`config.mk`:
```
export PLATFORM = sky130hd
export DESIGN_NAME = pc_sequencer
export DESIGN_NICKNAME = d
export VERILOG_FILES = /design/src/rtl/pc_sequencer.sv
export SDC_FILE = /design/constraint.sdc
export NUM_CORES = 1
export LEC_CHECK = 0
export BUFFER_PORTS_ARGS = -buffer_cell sky130_fd_sc_hd__buf_2
export CAP_MARGIN = 20
export CORE_MARGIN = 1.5
export CORE_UTILIZATION = 30
export DETAILED_ROUTE_END_ITERATION = 8
export GPL_ROUTABILITY_DRIVEN = 1
export PLACE_DENSITY = 0.48
export SYNTH_ARGS = -nofsm -noshare
export SYNTH_HDL_FRONTEND = slang
export SYNTH_SLANG_ARGS = --single-unit
```
`constraint.sdc`:
```
create_clock -name clk_i -period 4.9 [get_ports clk_i]
set_input_delay 0.98 -clock clk_i [delete_from_list [all_inputs] [get_ports clk_i]]
set_output_delay 0.98 -clock clk_i [all_outputs]
set_load 0.005 [all_outputs]
```
`src/rtl/pc_sequencer.sv`:
```
// rtl/pc_sequencer.sv - program counter, run protocol and branch-target LUT for the 9-bit core
module pc_sequencer #(
    parameter int          PC_W      = 8,
    parameter int          LUT_DEPTH = 32,
    parameter logic [7:0]  LAST_ADDR = 8'hFE,
    parameter int          CNT_W     = 16,
    localparam int         IDX_W     = $clog2(LUT_DEPTH)
) (
    input  logic             clk_i,
    input  logic             reset_i,
    input  logic             start_i,
    input  logic             stall_i,
    input  logic             br_valid_i,
    input  logic             br_taken_i,
    input  logic [1:0]       br_mode_i,
    input  logic [IDX_W-1:0] br_idx_i,
    input  logic             lut_we_i,
    input  logic [IDX_W-1:0] lut_waddr_i,
    input  logic [PC_W-1:0]  lut_wdata_i,
    output logic [PC_W-1:0]  pc_o,
    output logic             running_o,
    output logic             done_o,
    output logic [CNT_W-1:0] instr_count_o
);

    typedef enum logic [1:0] {
        ST_IDLE = 2'd0,
        ST_RUN  = 2'd1,
        ST_DONE = 2'd2
    } state_t;

    localparam logic [1:0] MODE_ABS = 2'b00;
    localparam logic [1:0] MODE_FWD = 2'b01;
    localparam logic [1:0] MODE_BWD = 2'b10;

    state_t           state_q, state_d;
    logic [PC_W-1:0]  pc_q, pc_d;
    logic [CNT_W-1:0] cnt_q, cnt_d;
    logic [PC_W-1:0]  lut_q [LUT_DEPTH];

    logic [PC_W-1:0]  lut_rdata;
    logic             br_take;

    // Read of the registered array, so a same-cycle write is not seen by the branch
    assign lut_rdata = lut_q[br_idx_i];
    assign br_take   = br_valid_i && br_taken_i && (br_mode_i != 2'b11);

    always_comb begin
        state_d = state_q;
        pc_d    = pc_q;
        cnt_d   = cnt_q;
        unique case (state_q)
            ST_IDLE: begin
                pc_d = '0;
                if (start_i) begin
                    state_d = ST_RUN;
                    cnt_d   = '0;
                end
            end
            ST_RUN: begin
                if (!stall_i) begin
                    cnt_d = (cnt_q == {CNT_W{1'b1}}) ? cnt_q : cnt_q + CNT_W'(1);
                    if (br_take) begin
                        unique case (br_mode_i)
                            MODE_ABS: pc_d = lut_rdata;
                            MODE_FWD: pc_d = pc_q + lut_rdata;
                            MODE_BWD: pc_d = pc_q - lut_rdata;
                            default:  pc_d = pc_q + PC_W'(1);
                        endcase
                    end else if (pc_q == LAST_ADDR) begin
                        state_d = ST_DONE;
                    end else begin
                        pc_d = pc_q + PC_W'(1);
                    end
                end
            end
            ST_DONE: begin
                if (start_i) begin
                    state_d = ST_RUN;
                    pc_d    = '0;
                    cnt_d   = '0;
                end
            end
            default: begin
                state_d = ST_IDLE;
                pc_d    = '0;
                cnt_d   = '0;
            end
        endcase
    end

    always_ff @(posedge clk_i) begin
        if (reset_i) begin
            state_q <= ST_IDLE;
            pc_q    <= '0;
            cnt_q   <= '0;
        end else begin
            state_q <= state_d;
            pc_q    <= pc_d;
            cnt_q   <= cnt_d;
        end
    end

    always_ff @(posedge clk_i) begin
        if (reset_i) begin
            for (int i = 0; i < LUT_DEPTH; i++) begin
                lut_q[i] <= '0;
            end
        end else if (lut_we_i) begin
            lut_q[lut_waddr_i] <= lut_wdata_i;
        end
    end

    assign pc_o          = pc_q;
    assign running_o     = (state_q == ST_RUN);
    assign done_o        = (state_q == ST_DONE);
    assign instr_count_o = cnt_q;

endmodule

```
### Yosys cells after proc, flatten, opt, wreduce, memory -nomap -nowiden

Memory sizes are Yosys's and may differ from the RTL's.
Index checks and enable logic that the tools add are counted.

| storage, ports and cells | value |
|---|---|
| memories | 1 |
| output and inout bits | 26 |
| bits in registers | 26 |
| logic and storage cells | 54 |
| memory bits (writable) | 256 |

| operators by class | value |
|---|---|
| add/subtract/negate cells | 4 |
| reductions and logical operators | 9 |
| eq/ne operators | 14 |
| mux-type cells | 23 |

Memory list:

| name | depth | width | read ports | clocked after Yosys merged registers in | wr ports | line | text |
|---|---|---|---|---|---|---|---|
| lut_q | 32 | 8 | 1 | 0 | 32 | 39 | `logic [PC_W-1:0] lut_q [LUT_DEPTH];` |

Operators with widths:

| operator | number |
|---|---|
| $mux 16 | 3 |
| $mux 8 | 5 |
| $pmux 16 s2 | 1 |
| $pmux 8 s3 | 1 |
| $add 16x1->16 const B | 1 |
| $eq 16x16->1 const B | 1 |
| $pmux 8 s2 | 1 |
| $ne 2x2->1 const B | 5 |
| $add 8x1->8 const B | 1 |
| $add 8x8->8 | 1 |
| $eq 8x8->1 const B | 1 |
| $mux 2 | 4 |
| $reduce_or 8->1 | 1 |
| $sub 8x8->8 | 1 |
| $mux 1 | 6 |
| $reduce_and 3->1 | 2 |
| $mux 5 | 1 |
| $eq 2x1->1 const B | 2 |
| $eq 2x2->1 const B | 2 |
| $logic_not 2->1 | 2 |
| $ne 2x1->1 const B | 2 |
| $pmux 2 s2 | 1 |
| $reduce_and 4->1 | 1 |
| $ne 3x3->1 const B | 1 |
| other kinds (2) | 3 |

### Logic depth before layout (Yosys ltp)

An unclocked memory read counts as a cell.

| logic depth | value |
|---|---|
| depth after elaboration | 6 |
| mapped depth | 19 |
| mapped depth without buffers | 16 |

### Least setup slack after synthesis

OpenSTA, ideal clock, no wires.

| timing | value |
|---|---|
| path type | in2reg |
| start point | in br_idx_i[1] |
| end point | reg pc_q[7], in the netlist pc_o[7] |
| setup slack | 0.516 ns |
| stages | 18 |
| arrival | 4.322 ns |
| buffers on the path | 3 |
| library setup time | 0.062 ns |
| path through | buf_6 -> buf_8 -> buf_6 -> mux4_2 -> o22ai_1 -> nor2_1 -> nand2_1 -> ha_1 -> mux2_2 -> inv_1 -> ha_1 -> nor2b_1 -> o21ai_0 -> a21oi_1 -> o41ai_1 -> xnor2_1 -> or4b_1 -> nand3_1 |

| between the ends | value |
|---|---|
| word-level cells in the longest chain between the ends | 6 |
| elaborated cells between the ends (all ways) | 7 |
| classes of those cells | add/sub (2); mux (4); memory (1) |

Ends and longest elaborated chain:

| element | line | text |
|---|---|---|
| from (decl) | 16 | `input logic [IDX_W-1:0] br_idx_i,` |
| $mem_v2 32x8 * | -- |  |
| $sub 8x8->8 or $add 8x8->8 (tied branches) | 67, 66 |  |
| $pmux 8 s3 * | 64 | `unique case (br_mode_i)` |
| $mux 8 * | 63 | `if (br_take) begin` |
| $mux 8 * | 61 | `if (!stall_i) begin` |
| $pmux 8 s2 * | 52 | `unique case (state_q)` |
| to (signal assigned) | 99 | `pc_q <= pc_d;` |
| to (decl) | 37 | `logic [PC_W-1:0] pc_q, pc_d;` |

Mark *: on every way between the ends. The rest lies on a longest branch, timed or not. The select of a mux whose other input is x is not followed.
A chain may end at the register's enable or synchronous reset.

### Final worst setup path

| timing | value |
|---|---|
| start point | in br_idx_i[0] |
| end point | reg pc_q[6], in the netlist pc_o[6] |

Same word-level chain as after synthesis.

==> results.md <==
* Status: finished clean
* Final worst slack at approximately 0.54 ns
* DP HPWL at ~24000 um
* Placed Cells at between 1.5k and 2k
* Met2 Use GR at 23.4%
* Initial DRC count at between 600 and 700
* GRT Overall Usage at between 15 and 20%
* Fillcell total at approximately 4.5k
* Drt pass-1 iters at 4
* Clock Pin Slew Worst Setup and Hold Paths at roughly 0.060 ns
* Maximum clock path buffer count at 3
* Remaining global-route overflow at 0
* Post-synth EDFFs at roughly 260
* Die Y at ~220 um
* Bufs and invs on worst path at 1
* CP cell instances: buf_2 -> mux4_2 -> mux4_2 -> mux2i_4 -> xor2_1 -> ha_1 -> nor2b_1 -> o21ai_0 -> nand2b_1 -> a21o_1 -> a21oi_1 -> mux2_2 -> a221o_1 -> a21oi_1
* Syn_area_per_cell at around 14 um2
* WP data required at 5.34 ns
* Worst Path Arrival at 4.80 ns
* Synth cell types at 57
* Multi-input gate area at 5280 um2
* Setup TNS at 0 ns
* Final Skew at roughly 0.027 ns
* Drt wl/cell at around 21 um
* Vias in the first global route at between 8k and 9k
* Initial antenna violation count at 0
* Syn-to-layout area delta at 15.3%
* Dominant register cell in the synthesized netlist: edfxtp_1
* Kind of critical path: in -> reg
* Pwr dens at ~360 nW/um2
* Finished Layout Cells at ~1.7k
* Core Box Area at between 40000 and 50000 um2
* Final Util at a little over a third
* Period utilization at slightly below 90%
* H-Tree Depth at 2
* Hold Crit Class: reg -> reg
* Met3 GRT Util at approximately 2.8%
* Max stage delay cell, worst path: mux4_2
* Clk_lat worst skew at 0.53 ns
* Routed wire length at roughly 35000 um
* DIE AREA at ~48000 um2
* Max cap viols at 0
* Via density at between 4 and 5
* Post CTS Setup Buffer Count at 0
* Most used routing layer in global routing: met2
* Met1 GRT Util at approximately 22%
* CTS Buf Count at 34
* CTS tree: yes
* Ys Warns at 0
* Worst-Margin Slew at between 0.7 and 0.8 ns
* Final #Nets at around 1.1k
* Fmax at ~230 MHz
* Clk sinks at about 280
* Crit path capture type: flop
* Lkg Pwr at around 5.7 nW
* Slowest stage delay, CP at ~0.58 ns
* Headroom to the max-slew limit at around half
* Final RePlAce weighted congestion at about 0.81
* I/O Buffers at 52
* Ys async rst share at 0%
* Cell count after synthesis at around 1.0k
* Share of layout cells above drive strength 1 at 20.9%
* Final Hold Fails at 0
* CTS Hold Bufs at 0
* Post-route DRC at 0
* Largest net degree at the start of global routing at 45
* DR vias at just over 8k
* Unrepaired setup endpoints after global routing: no
* Clock Tree Root: clkbuf_16
* CTS resizes at 0
* Final setup violation count at 0
* I/O pins at 53
* Sequential fraction of the synthesis area at ~59%
* Starting Density at between 30% and 40%
* Syn Nets at between 1k and 1.5k
* CP Launch Type: input pin
* First-pass GRT wire length at 54100 um
* Detail Route Antenna Nets at 0
* Mapped cell area at around 14000 um2
* Crit path max-delay family: multiplexers
* Reg area at roughly 8200 um2
* Critical path fanouts, max at 19
* Die X at between 200 and 250 um
* Register bit count reported by yosys at 282
* Std cell rows at a little under 80
* Setup WS pre-CTS at 0.0611 ns
* Minimum clock period after layout at 4.36 ns
* Max-slew violation count at 0
* Peak VDD IR at between 0.00015 and 0.0002 V
==> worst paths after layout <==
check	end	start	depth (start not counted)	slack, ns
max	pc_o[6]	br_idx_i[0]	14	0.54
min reg2reg	instr_count_o[12]	instr_count_o[12]	2	0.50
max reg2reg	pc_o[7]	lut_q[26][1]	16	1.10
min	instr_count_o[12]	instr_count_o[12]	2	0.50
==> cells in the final DEF (no fill, tap or decap), types with 4 or more instances in the layout <==
cell and n:
nor2b_1 9, nand2_1 22, buf_12 5, xor2_1 18, o21ai_0 7, clkinvlp_4 4
o22ai_1 21, clkinv_1 9, and4_1 5, xnor2_1 9, dfxtp_1 26, mux2i_1 12
nand4_1 7, mux4_1 19, buf_2 51, ha_1 14, nor2_1 72, or3b_2 4
nand2b_1 9, buf_4 37, nand3b_1 13, edfxtp_1 256, or3_1 6, or2_2 32
and2_1 258, a221oi_1 5, nand3_1 11, a31oi_1 4, inv_1 12, mux4_2 43
clkbuf_16 35, a21oi_1 20
==> worst min-delay path: stages (launching register included) <==
cell     delay [ns]
dfxtp_1        0.32
o21ai_0        0.07
a21oi_1        0.06
==> kinds of logic (layout without fill, tap and decap cells) <==
| family | count (synthesis) | after routing | share of synthesized area (%) |
|---|---|---|---|
| and+or+nand+nor | 461 | 461 | 19.6 |
| DFF | 282 | 282 | 59.2 |
| muxes | 78 | 78 | 11.9 |
| AOI/OAI and AO/OA | 75 | 75 | 3.48 |
| buffers and inverters | 69 | 167 | 2.71 |
| xor gates and xnor gates | 27 | 27 | 1.71 |
| adders and majority gates | 15 | 15 | 1.41 |
| other | 0 | 2 | 0 |
==> report_power, final <==
group          internal, W  total [W]  switching (W)
Sequential         0.00274    0.00278      0.0000397
Combinational     0.000217   0.000520       0.000303
Clock              0.00140    0.00242        0.00102
==> synthesized netlist by cell type (3+ instances only) <==
cell type / number / area (um2)
o21ai_0: 7 / 35.0
mux2_2: 3 / 33.8
mux4_1: 19 / 499
clkbuf_1: 38 / 143
mux4_2: 43 / 968
nor3_1: 3 / 15.0
a31oi_1: 4 / 25.0
o22ai_1: 21 / 131
nand2b_1: 9 / 56.3
or3b_2: 4 / 35.0
buf_2: 4 / 20.0
and3_1: 3 / 18.8
nand2_1: 22 / 82.6
nand4_1: 7 / 43.8
buf_6: 8 / 90.1
inv_1: 12 / 45.0
or3_1: 6 / 37.5
mux2i_1: 12 / 120
nor2_1: 72 / 270
nand3_1: 11 / 55.1
xnor2_1: 9 / 78.8
xor2_1: 18 / 158
nand3b_1: 13 / 97.6
a211oi_1: 3 / 22.5
dfxtp_1: 26 / 521
and4_1: 5 / 43.8
a21oi_1: 20 / 100
a211o_1: 3 / 26.3
nor2b_1: 9 / 56.3
a221oi_1: 5 / 43.8
or2_2: 32 / 200
ha_1: 14 / 175
edfxtp_1: 256 / 7690
and2_1: 258 / 1610
==> metrics by stage <==
stage	hold slack (ns)	power (W)	area, um2
finish	0.499	0.00572	16000
global route	0.535	0.00592	16000
CTS	0.498	0.00578	16000
detailed placement	0.490	0.00335	14900
global placement	0.476	0.00335	14900
floorplan	0.454	0.00316	13900
==> flip-flops by register name, indices dropped and copies added, names as in the netlist <==
| name | count |
|---|---|
| lut_q | 256 |
| instr_count_o | 16 |
| state_q | 2 |
| pc_o | 8 |
==> final cells by class <==
type                    count  area share, %
diodes                      2         0.0313
clock buffers              41           5.79
clock inverters            19          0.790
inverters                  13          0.305
multi-input cells         656           33.0
flip-flops and latches    282           51.3
well taps                 600           4.70
repair buffers             94           4.03
==> per-layer routing <==
metal	wire (um)	vias to the layer above	part of all wire, %
met3	1600	53	4.5
met5	0	-	0
met4	767	0	2.2
met2	15800	166	44
li1	-	3857	-
met1	17300	4109	49
(Power assumes the default switching activity.)
